**src/rtl/ps2_pkg.sv**
```systemverilog
// Shared scan-code constants, decoder state and event types for the PS/2 key decoder.
package ps2_pkg;

  // Prefix and housekeeping bytes sent by the keyboard.
  localparam logic [7:0] SC_EXT = 8'hE0;
  localparam logic [7:0] SC_BRK = 8'hF0;
  localparam logic [7:0] SC_ACK = 8'hFA;
  localparam logic [7:0] SC_BAT = 8'hAA;

  // Arrow keys (E0-prefixed).
  localparam logic [7:0] SC_ARROW_UP    = 8'h75;
  localparam logic [7:0] SC_ARROW_DOWN  = 8'h72;
  localparam logic [7:0] SC_ARROW_LEFT  = 8'h6B;
  localparam logic [7:0] SC_ARROW_RIGHT = 8'h74;

  // WASD aliases (non-extended).
  localparam logic [7:0] SC_W = 8'h1D;
  localparam logic [7:0] SC_S = 8'h1B;
  localparam logic [7:0] SC_A = 8'h1C;
  localparam logic [7:0] SC_D = 8'h23;

  typedef enum logic [1:0] {
    ST_IDLE = 2'd0,
    ST_E0   = 2'd1,
    ST_F0   = 2'd2,
    ST_E0F0 = 2'd3
  } dec_state_e;

  // Direction encoding doubles as the bit index into held.
  typedef enum logic [1:0] {
    DIR_UP    = 2'd0,
    DIR_DOWN  = 2'd1,
    DIR_LEFT  = 2'd2,
    DIR_RIGHT = 2'd3
  } dir_e;

  localparam int unsigned DIR_N = 4;

  typedef struct packed {
    logic       ext;
    logic       brk;
    logic [7:0] code;
  } key_evt_t;

  localparam int unsigned EVT_W = $bits(key_evt_t);

  typedef struct packed {
    logic hit;
    dir_e idx;
  } dir_hit_t;

  // Map a decoded event to a game direction, if it is one.
  function automatic dir_hit_t dir_decode(input key_evt_t e, input logic wasd_en);
    dir_hit_t r;
    r.hit = 1'b0;
    r.idx = DIR_UP;
    if (e.ext) begin
      case (e.code)
        SC_ARROW_UP:    begin r.hit = 1'b1; r.idx = DIR_UP;    end
        SC_ARROW_DOWN:  begin r.hit = 1'b1; r.idx = DIR_DOWN;  end
        SC_ARROW_LEFT:  begin r.hit = 1'b1; r.idx = DIR_LEFT;  end
        SC_ARROW_RIGHT: begin r.hit = 1'b1; r.idx = DIR_RIGHT; end
        default: ;
      endcase
    end else if (wasd_en) begin
      case (e.code)
        SC_W: begin r.hit = 1'b1; r.idx = DIR_UP;    end
        SC_S: begin r.hit = 1'b1; r.idx = DIR_DOWN;  end
        SC_A: begin r.hit = 1'b1; r.idx = DIR_LEFT;  end
        SC_D: begin r.hit = 1'b1; r.idx = DIR_RIGHT; end
        default: ;
      endcase
    end
    return r;
  endfunction

  // Highest-priority held direction: UP > DOWN > LEFT > RIGHT.
  function automatic dir_e first_held(input logic [DIR_N-1:0] h);
    dir_e r;
    logic found;
    logic [1:0] idx;
    r     = DIR_UP;
    found = 1'b0;
    for (int unsigned i = 0; i < DIR_N; i++) begin
      idx = i[1:0];
      if (h[i] && !found) begin
        r     = dir_e'(idx);
        found = 1'b1;
      end
    end
    return r;
  endfunction

endpackage

```
**src/rtl/ps2_key_decoder_if.sv**
```systemverilog
// Decoded key-event stream: valid/ready handshake carrying the FIFO head event.
interface ps2_key_decoder_if;
  logic       evt_valid;
  logic       evt_ready;
  logic [7:0] evt_code;
  logic       evt_ext;
  logic       evt_break;

  modport master (
    output evt_valid, evt_code, evt_ext, evt_break,
    input  evt_ready
  );

  modport slave (
    input  evt_valid, evt_code, evt_ext, evt_break,
    output evt_ready
  );
endinterface

```
**src/rtl/ps2_key_decoder_sync_fifo.sv**
```systemverilog
// First-word-fall-through synchronous FIFO; head word reads as zero while empty.
module sync_fifo #(
  parameter int unsigned WIDTH = 10,
  parameter int unsigned DEPTH = 8
) (
  input  logic             clk_i,
  input  logic             rst_ni,
  input  logic             push_i,
  input  logic [WIDTH-1:0] data_i,
  input  logic             pop_i,
  output logic [WIDTH-1:0] data_o,
  output logic             full_o,
  output logic             empty_o
);

  localparam int unsigned AW = (DEPTH > 1) ? $clog2(DEPTH) : 1;
  localparam logic [AW:0] FULL_CNT = (AW + 1)'(DEPTH);

  logic [WIDTH-1:0] mem_q [DEPTH];
  logic [AW-1:0]    wr_q, wr_d, rd_q, rd_d;
  logic [AW:0]      cnt_q, cnt_d;
  logic             do_push, do_pop;

  assign full_o  = (cnt_q == FULL_CNT);
  assign empty_o = (cnt_q == '0);
  assign do_pop  = pop_i && !empty_o;
  // A pop in the same cycle frees the slot a full FIFO needs for the push.
  assign do_push = push_i && (!full_o || do_pop);
  assign data_o  = empty_o ? '0 : mem_q[rd_q];

  // Next pointer/occupancy values; pointers wrap naturally (DEPTH is a power of two).
  always_comb begin
    wr_d  = wr_q;
    rd_d  = rd_q;
    cnt_d = cnt_q;
    if (do_push) wr_d = wr_q + 1'b1;
    if (do_pop)  rd_d = rd_q + 1'b1;
    case ({do_push, do_pop})
      2'b10:   cnt_d = cnt_q + 1'b1;
      2'b01:   cnt_d = cnt_q - 1'b1;
      default: cnt_d = cnt_q;
    endcase
  end

  // Pointer and occupancy registers.
  always_ff @(posedge clk_i or negedge rst_ni) begin
    if (!rst_ni) begin
      wr_q  <= '0;
      rd_q  <= '0;
      cnt_q <= '0;
    end else begin
      wr_q  <= wr_d;
      rd_q  <= rd_d;
      cnt_q <= cnt_d;
    end
  end

  // Storage array; contents are never observed while empty, so no reset.
  always_ff @(posedge clk_i) begin
    if (do_push) mem_q[wr_q] <= data_i;
  end

endmodule

```
**src/rtl/ps2_key_decoder.sv**
```systemverilog
// PS/2 scan-code decoder: prefix FSM with idle timeout, direction tracking and event FIFO.
module ps2_key_decoder
  import ps2_pkg::*;
#(
  parameter int unsigned FIFO_DEPTH     = 8,
  parameter int unsigned TIMEOUT_CYCLES = 500000,
  parameter bit          WASD_EN        = 1'b1
) (
  input  logic               clock,
  input  logic               resetn,
  input  logic [7:0]         key_data,
  input  logic               key_strobe,
  ps2_key_decoder_if.master  evt,
  input  logic               overflow_clr,
  output logic               overflow,
  output logic [3:0]         held,
  output logic [1:0]         dir,
  output logic               dir_valid
);

  localparam int unsigned TO_W    = (TIMEOUT_CYCLES > 1) ? $clog2(TIMEOUT_CYCLES) : 1;
  localparam logic [TO_W-1:0] TO_LAST = TO_W'(TIMEOUT_CYCLES - 1);

  dec_state_e       state_q, state_d;
  logic [TO_W-1:0]  to_cnt_q, to_cnt_d;
  logic             timeout;

  key_evt_t         evt_new;
  logic             evt_push;
  key_evt_t         evt_head;
  logic             fifo_full, fifo_empty, fifo_pop;

  logic [DIR_N-1:0] held_q, held_d;
  dir_e             dir_q, dir_d;
  dir_hit_t         hit;
  logic             overflow_q, overflow_d;

  assign timeout = (state_q != ST_IDLE) && !key_strobe && (to_cnt_q == TO_LAST);

  // Decoder state register.
  always_ff @(posedge clock or negedge resetn) begin
    if (!resetn) state_q <= ST_IDLE;
    else         state_q <= state_d;
  end

  // Next state: advances only on a strobe, or falls back to IDLE on timeout.
  always_comb begin
    state_d = state_q;
    if (key_strobe) begin
      case (state_q)
        ST_IDLE: begin
          if (key_data == SC_EXT)      state_d = ST_E0;
          else if (key_data == SC_BRK) state_d = ST_F0;
          else                         state_d = ST_IDLE;
        end
        ST_E0: begin
          if (key_data == SC_BRK)      state_d = ST_E0F0;
          else if (key_data == SC_EXT) state_d = ST_E0;
          else                         state_d = ST_IDLE;
        end
        default:                       state_d = ST_IDLE;
      endcase
    end else if (timeout) begin
      state_d = ST_IDLE;
    end
  end

  // Event generation: a non-prefix byte completes a sequence in the current state.
  always_comb begin
    evt_push     = 1'b0;
    evt_new.ext  = 1'b0;
    evt_new.brk  = 1'b0;
    evt_new.code = key_data;
    if (key_strobe) begin
      case (state_q)
        ST_IDLE: evt_push = !((key_data == SC_EXT) || (key_data == SC_BRK) ||
                              (key_data == SC_ACK) || (key_data == SC_BAT));
        ST_E0: begin
          evt_push    = !((key_data == SC_EXT) || (key_data == SC_BRK));
          evt_new.ext = 1'b1;
        end
        ST_F0: begin
          evt_push    = 1'b1;
          evt_new.brk = 1'b1;
        end
        default: begin
          evt_push    = 1'b1;
          evt_new.ext = 1'b1;
          evt_new.brk = 1'b1;
        end
      endcase
    end
  end

  // Idle counter for abandoning a stalled prefix; held at zero while IDLE.
  always_comb begin
    if (key_strobe || (state_q == ST_IDLE) || timeout) to_cnt_d = '0;
    else                                               to_cnt_d = to_cnt_q + 1'b1;
  end

  // Timeout counter register.
  always_ff @(posedge clock or negedge resetn) begin
    if (!resetn) to_cnt_q <= '0;
    else         to_cnt_q <= to_cnt_d;
  end

  // Held/dir update: most recent make wins; releasing the steering key falls back by priority.
  always_comb begin
    held_d = held_q;
    dir_d  = dir_q;
    hit    = dir_decode(evt_new, WASD_EN);
    if (evt_push && hit.hit) begin
      if (!evt_new.brk) begin
        held_d[hit.idx] = 1'b1;
        dir_d           = hit.idx;
      end else begin
        held_d[hit.idx] = 1'b0;
        if ((hit.idx == dir_q) && (held_d != '0)) dir_d = first_held(held_d);
      end
    end
  end

  // Held/dir registers; updated even when the FIFO drops the event.
  always_ff @(posedge clock or negedge resetn) begin
    if (!resetn) begin
      held_q <= '0;
      dir_q  <= DIR_UP;
    end else begin
      held_q <= held_d;
      dir_q  <= dir_d;
    end
  end

  assign fifo_pop = !fifo_empty && evt.evt_ready;

  // A new drop wins over a simultaneous clear.
  always_comb begin
    overflow_d = (evt_push && fifo_full && !fifo_pop) || (overflow_q && !overflow_clr);
  end

  // Sticky overflow flag.
  always_ff @(posedge clock or negedge resetn) begin
    if (!resetn) overflow_q <= 1'b0;
    else         overflow_q <= overflow_d;
  end

  sync_fifo #(
    .WIDTH (EVT_W),
    .DEPTH (FIFO_DEPTH)
  ) u_evt_fifo (
    .clk_i   (clock),
    .rst_ni  (resetn),
    .push_i  (evt_push),
    .data_i  (evt_new),
    .pop_i   (fifo_pop),
    .data_o  (evt_head),
    .full_o  (fifo_full),
    .empty_o (fifo_empty)
  );

  assign evt.evt_valid = !fifo_empty;
  assign evt.evt_code  = evt_head.code;
  assign evt.evt_ext   = evt_head.ext;
  assign evt.evt_break = evt_head.brk;

  assign overflow  = overflow_q;
  assign held      = held_q;
  assign dir       = dir_q;
  assign dir_valid = |held_q;

endmodule
```
**src/flat_wrapper.sv**
```systemverilog
// flat-port wrapper written by rule: the top's interface ports become plain ports
module ps2_key_decoder_flat import ps2_pkg::*;
#(
  parameter int unsigned FIFO_DEPTH     = 8,
  parameter int unsigned TIMEOUT_CYCLES = 500000,
  parameter bit          WASD_EN        = 1'b1
)
  (clock, resetn, key_data, key_strobe, overflow_clr, overflow, held, dir, dir_valid, evt_evt_valid, evt_evt_code, evt_evt_ext, evt_evt_break, evt_evt_ready);
  ps2_key_decoder_if evt_i ();
  input  logic clock;
  input  logic resetn;
  input  logic [7:0] key_data;
  input  logic key_strobe;
  input  logic overflow_clr;
  output logic overflow;
  output logic [3:0] held;
  output logic [1:0] dir;
  output logic dir_valid;
  output wire logic [$bits(evt_i.evt_valid)-1:0] evt_evt_valid;
  output wire logic [$bits(evt_i.evt_code)-1:0] evt_evt_code;
  output wire logic [$bits(evt_i.evt_ext)-1:0] evt_evt_ext;
  output wire logic [$bits(evt_i.evt_break)-1:0] evt_evt_break;
  input wire logic [$bits(evt_i.evt_ready)-1:0] evt_evt_ready;
  assign evt_evt_valid = evt_i.evt_valid;
  assign evt_evt_code = evt_i.evt_code;
  assign evt_evt_ext = evt_i.evt_ext;
  assign evt_evt_break = evt_i.evt_break;
  assign evt_i.evt_ready = evt_evt_ready;
  ps2_key_decoder #(.FIFO_DEPTH(FIFO_DEPTH), .TIMEOUT_CYCLES(TIMEOUT_CYCLES), .WASD_EN(WASD_EN)) u_core (.clock(clock), .resetn(resetn), .key_data(key_data), .key_strobe(key_strobe), .evt(evt_i), .overflow_clr(overflow_clr), .overflow(overflow), .held(held), .dir(dir), .dir_valid(dir_valid));
endmodule
```
**config.mk**
```make
export PLATFORM = sky130hd
export DESIGN_NAME = ps2_key_decoder_flat
export DESIGN_NICKNAME = d
export VERILOG_FILES = /design/src/rtl/ps2_pkg.sv /design/src/rtl/ps2_key_decoder_if.sv /design/src/rtl/ps2_key_decoder_sync_fifo.sv /design/src/rtl/ps2_key_decoder.sv /design/src/flat_wrapper.sv
export SDC_FILE = /design/constraint.sdc
export NUM_CORES = 1
export LEC_CHECK = 0
export ABC_CLOCK_PERIOD_IN_PS = 5200
export BUFFER_PORTS_ARGS = -buffer_cell sky130_fd_sc_hd__clkbuf_2
export CAP_MARGIN = 20
export CORE_ASPECT_RATIO = 0.5
export CORE_MARGIN = 1.5
export CORE_UTILIZATION = 39
export DETAILED_ROUTE_END_ITERATION = 6
export PLACE_DENSITY = 0.56
export REMOVE_ABC_BUFFERS = 1
export SLEW_MARGIN = 20
export SYNTH_ARGS = -nofsm -noshare
export SYNTH_HDL_FRONTEND = slang
export SYNTH_SLANG_ARGS = --single-unit
```
**constraint.sdc**
```tcl
create_clock -name clock -period 5.2 [get_ports clock]
set_input_delay 0.52 -clock clock [delete_from_list [all_inputs] [get_ports clock]]
set_output_delay 0.52 -clock clock [all_outputs]
set_load 0.03 [all_outputs]
```
==> flow_metrics.env <==
export IMPL_yosysWarnings=0
export IMPL_synth_top_cell_area_share_pct=44.9
export IMPL_hpwlAfterDp_um=6510
export IMPL_clock_skew_ps=5.82
export IMPL_p_leak_uw=0.00237
export IMPL_postCtsSetupBuffers=0
export IMPL_post_dp_cell_area_um2=5770
export IMPL_path_clk_slew_ps=60
export IMPL_antenna_found_initial=0
export IMPL_path_cells="and2_1 -> a41oi_2 -> o22a_1 -> a221oi_2 -> or2_2 -> o22ai_1 -> a211oi_2 -> mux2_1"
export IMPL_nFillCells=1186
export IMPL_fin_worst_hold_slack_ps=233
export IMPL_cts_buffer_depth=2
export IMPL_num_vias=3174
export IMPL_portBuffers=31
export IMPL_status="finished, final reports clean"
export IMPL_ys_seq_area_share_pct=62.7
export IMPL_r2r_start="u_core.state_q[0]"
export IMPL_grt_usage_pct=16.3
export IMPL_async_flop_share_pct=32.2
export IMPL_postRouteWirelength_um=10600
export IMPL_multi_input_area_um2=1920
export IMPL_grt_ovfl_total=0
export IMPL_crit_fanout=13
export IMPL_clock_latency_ps=410
export IMPL_antennaDiodeCount=0
export IMPL_yosysUniqueCellTypes=60
export IMPL_critPathLaunchType="register"
export IMPL_fin_nets=448
export IMPL_hp_class="input pin to asynchronous set/reset pin"
export IMPL_ctsHtreeMaxLevel=4
export IMPL_worstSetupEndpointType="register"
export IMPL_synthTopCellsByArea="edfxtp_1 45%, dfrtp_1 18%, mux4_2 8.4%, nor2_1 2.7%, mux2i_1 2.2%"
export IMPL_reg2reg_depth=8
export IMPL_rsz0062_at_grt="no"
export IMPL_max_slew_margin_rel_pct=31.7
export IMPL_powerDensity_nw_per_um2=503
export IMPL_ff2ff_setup_slack_ps=2130
export IMPL_ys_ff_latch=118
export IMPL_die_w_um=169
export IMPL_layout_worst_path_cycle_share_pct=59.1
export IMPL_wire_per_inst_um=17.2
export IMPL_cp_slowest_cell="a221oi_2"
export IMPL_critical_path_class="register to register"
export IMPL_cp_top_family="compound AO/OA/AOI/OAI gates"
export IMPL_design_area_um2=6350
export IMPL_core_area_um2=13500
export IMPL_period_minus_slack_ps=3070
export IMPL_cp_arrival_ps=3350
export IMPL_io_pins=32
export IMPL_syn_inst=379
export IMPL_utilization_pct=47.1
export IMPL_finalSetupTns_ps=0
export IMPL_synth_edff_count=80
export IMPL_avgSynthCellArea_um2=14.1
export IMPL_path_buf_inv=0
export IMPL_required_ps=5480
export IMPL_final_seq_area_um2=3350
export IMPL_yosys_area_top_type="edfxtp_1"
export IMPL_grt_pass1_wl_um=17300
export IMPL_slew_violations=0
export IMPL_layout_drive_gt1_share_pct=25.6
export IMPL_grt_max_degree=39
export IMPL_syn2layout_area_growth_pct=18.7
export IMPL_max_freq_ghz=0.326
export IMPL_cap_violations=0
export IMPL_syn_area_um2=5350
export IMPL_ant_nets=0
export IMPL_die_area_um2=14500
export IMPL_cts_hold_fix_buffers=0
export IMPL_synth_flop_cell="edfxtp_1"
export IMPL_grt_pass1_vias=3191
export IMPL_slowest_delay_ps=760
export IMPL_cts_tree="yes"
export IMPL_die_h_um=85.8
export IMPL_rr_endpoint="u_core.dir[0]"
export IMPL_finalHoldViolations=0
export IMPL_cts_resized=0
export IMPL_viasPerCell=5.14
export IMPL_rows=30
export IMPL_ir_drop_mv=0.187
export IMPL_setup_viol=0
export IMPL_drt_iter0_drc=177
export IMPL_routabilityCongestion=0.776
export IMPL_dr_pass1_iters=4
export IMPL_start_util_pct=39.7
export IMPL_clockRootBuffer="clkbuf_16"
export IMPL_post_route_drc_count=0
export IMPL_numCtsBuffers=17
export IMPL_worst_slew_pin_slew_ps=1030
export IMPL_numClockSinks=118
[flip-flops by register name, indices dropped and copies added, names as in the netlist, named ones only]
| signal | count |
|---|---|
| u_core.state_q | 2 |
| u_core.overflow | 1 |
| u_core.u_evt_fifo.rd_q | 3 |
| u_core.u_evt_fifo.mem_q | 80 |
| u_core.u_evt_fifo.cnt_q | 4 |
| u_core.u_evt_fifo.wr_q | 3 |
| u_core.dir | 2 |
| u_core.to_cnt_q | 19 |
[stage by stage]
| step | power (µW) | setup slack [ps] | instances |
|---|---|---|---|
| 2_1_floorplan | 1830 | 1900 | 369 |
| 3_3_place_gp | 2080 | 1830 | 585 |
| 3_5_place_dp | 2100 | 1790 | 586 |
| 4_1_cts | 3240 | 2130 | 618 |
| 5_1_grt | 3360 | 1840 | 618 |
| 6_report | 3200 | 2130 | 618 |
[placed cells by master (no fill, tap or decap), types with 3 or more instances in the layout]
cell type,Yosys,final
edfxtp_1,80,80
nor2_1,38,38
dfrtp_1,38,38
clkbuf_2,0,30
nand2_1,27,27
mux4_2,20,20
clkbuf_16,0,17
nand3_1,14,14
xor2_1,13,13
mux2i_1,12,12
inv_1,11,11
o21ai_0,11,11
xnor2_1,9,9
a21oi_1,9,9
buf_4,1,9
nor3_1,10,8
and3_1,6,6
nand2b_1,5,5
ha_1,5,5
nor2b_1,4,4
o31ai_1,4,4
clkinv_4,0,4
clkinvlp_4,0,4
nor3b_1,3,3
o21ai_1,3,3
or3_1,3,3
[worst max path at each step]
stage	start	to	slack (ps)	cells after the start
after global routing	u_core.state_q[0]	u_core.dir[0]	1840	8
after global placement	key_data[7]	u_core.dir[0]	1830	9
after detailed placement	key_data[7]	u_core.dir[0]	1790	9
after floorplan	u_core.u_evt_fifo.cnt_q[1]	u_core.u_evt_fifo.cnt_q[3]	1900	12
final	u_core.state_q[0]	u_core.dir[0]	2130	8
after CTS	u_core.state_q[0]	u_core.dir[0]	2130	8
[cell families after synthesis]
kind of cell    Yosys count  share of synthesized area [%]
simple gates            130                           12.5
flops                   118                           62.7
compound gates           45                           6.22
mux                      36                           11.6
xor+xnor                 22                           3.60
buf+inv                  22                           1.89
fa+ha+maj                 6                           1.54
[layer usage]
layer	global-route usage (%)	share of wire, %
met1	21.4	49
met2	25.9	46
met3	4.38	3.3
met4	6.66	1.6
met5	0	0
[synth_stat cells (all sizes together), types with 2 or more instances]
| library cell | n |
|---|---|
| a211oi | 2 |
| a21oi | 9 |
| a41oi | 2 |
| and2 | 2 |
| and3 | 6 |
| buf | 5 |
| clkbuf | 5 |
| dfrtp | 38 |
| edfxtp | 80 |
| ha | 5 |
| inv | 11 |
| mux2 | 4 |
| mux2i | 12 |
| mux4 | 20 |
| nand2 | 29 |
| nand2b | 5 |
| nand3 | 14 |
| nand4 | 2 |
| nor2 | 38 |
| nor2b | 4 |
| nor3 | 10 |
| nor3b | 3 |
| nor4 | 3 |
| nor4b | 2 |
| o21a | 2 |
| o21ai | 15 |
| o22a | 2 |
| o22ai | 2 |
| o31ai | 4 |
| or2 | 2 |
| or3 | 3 |
| xnor2 | 9 |
| xor2 | 13 |
[power breakdown]
group | internal, µW | switching [µW]
Clock | 708 | 428
Sequential | 1130 | 129
Combinational | 351 | 455
Total | 2190 | 1010
[final cells by class]
class / instances / share of cell area, %
clock buffer: 18 / 6.76
clock inverter: 14 / 2.40
tap: 176 / 3.47
multi-input combinational: 239 / 30.2
sequential: 118 / 52.8
timing repair buffer: 41 / 3.68
inverter: 12 / 0.709
Note: power is estimated with default switching activity, not from simulation.
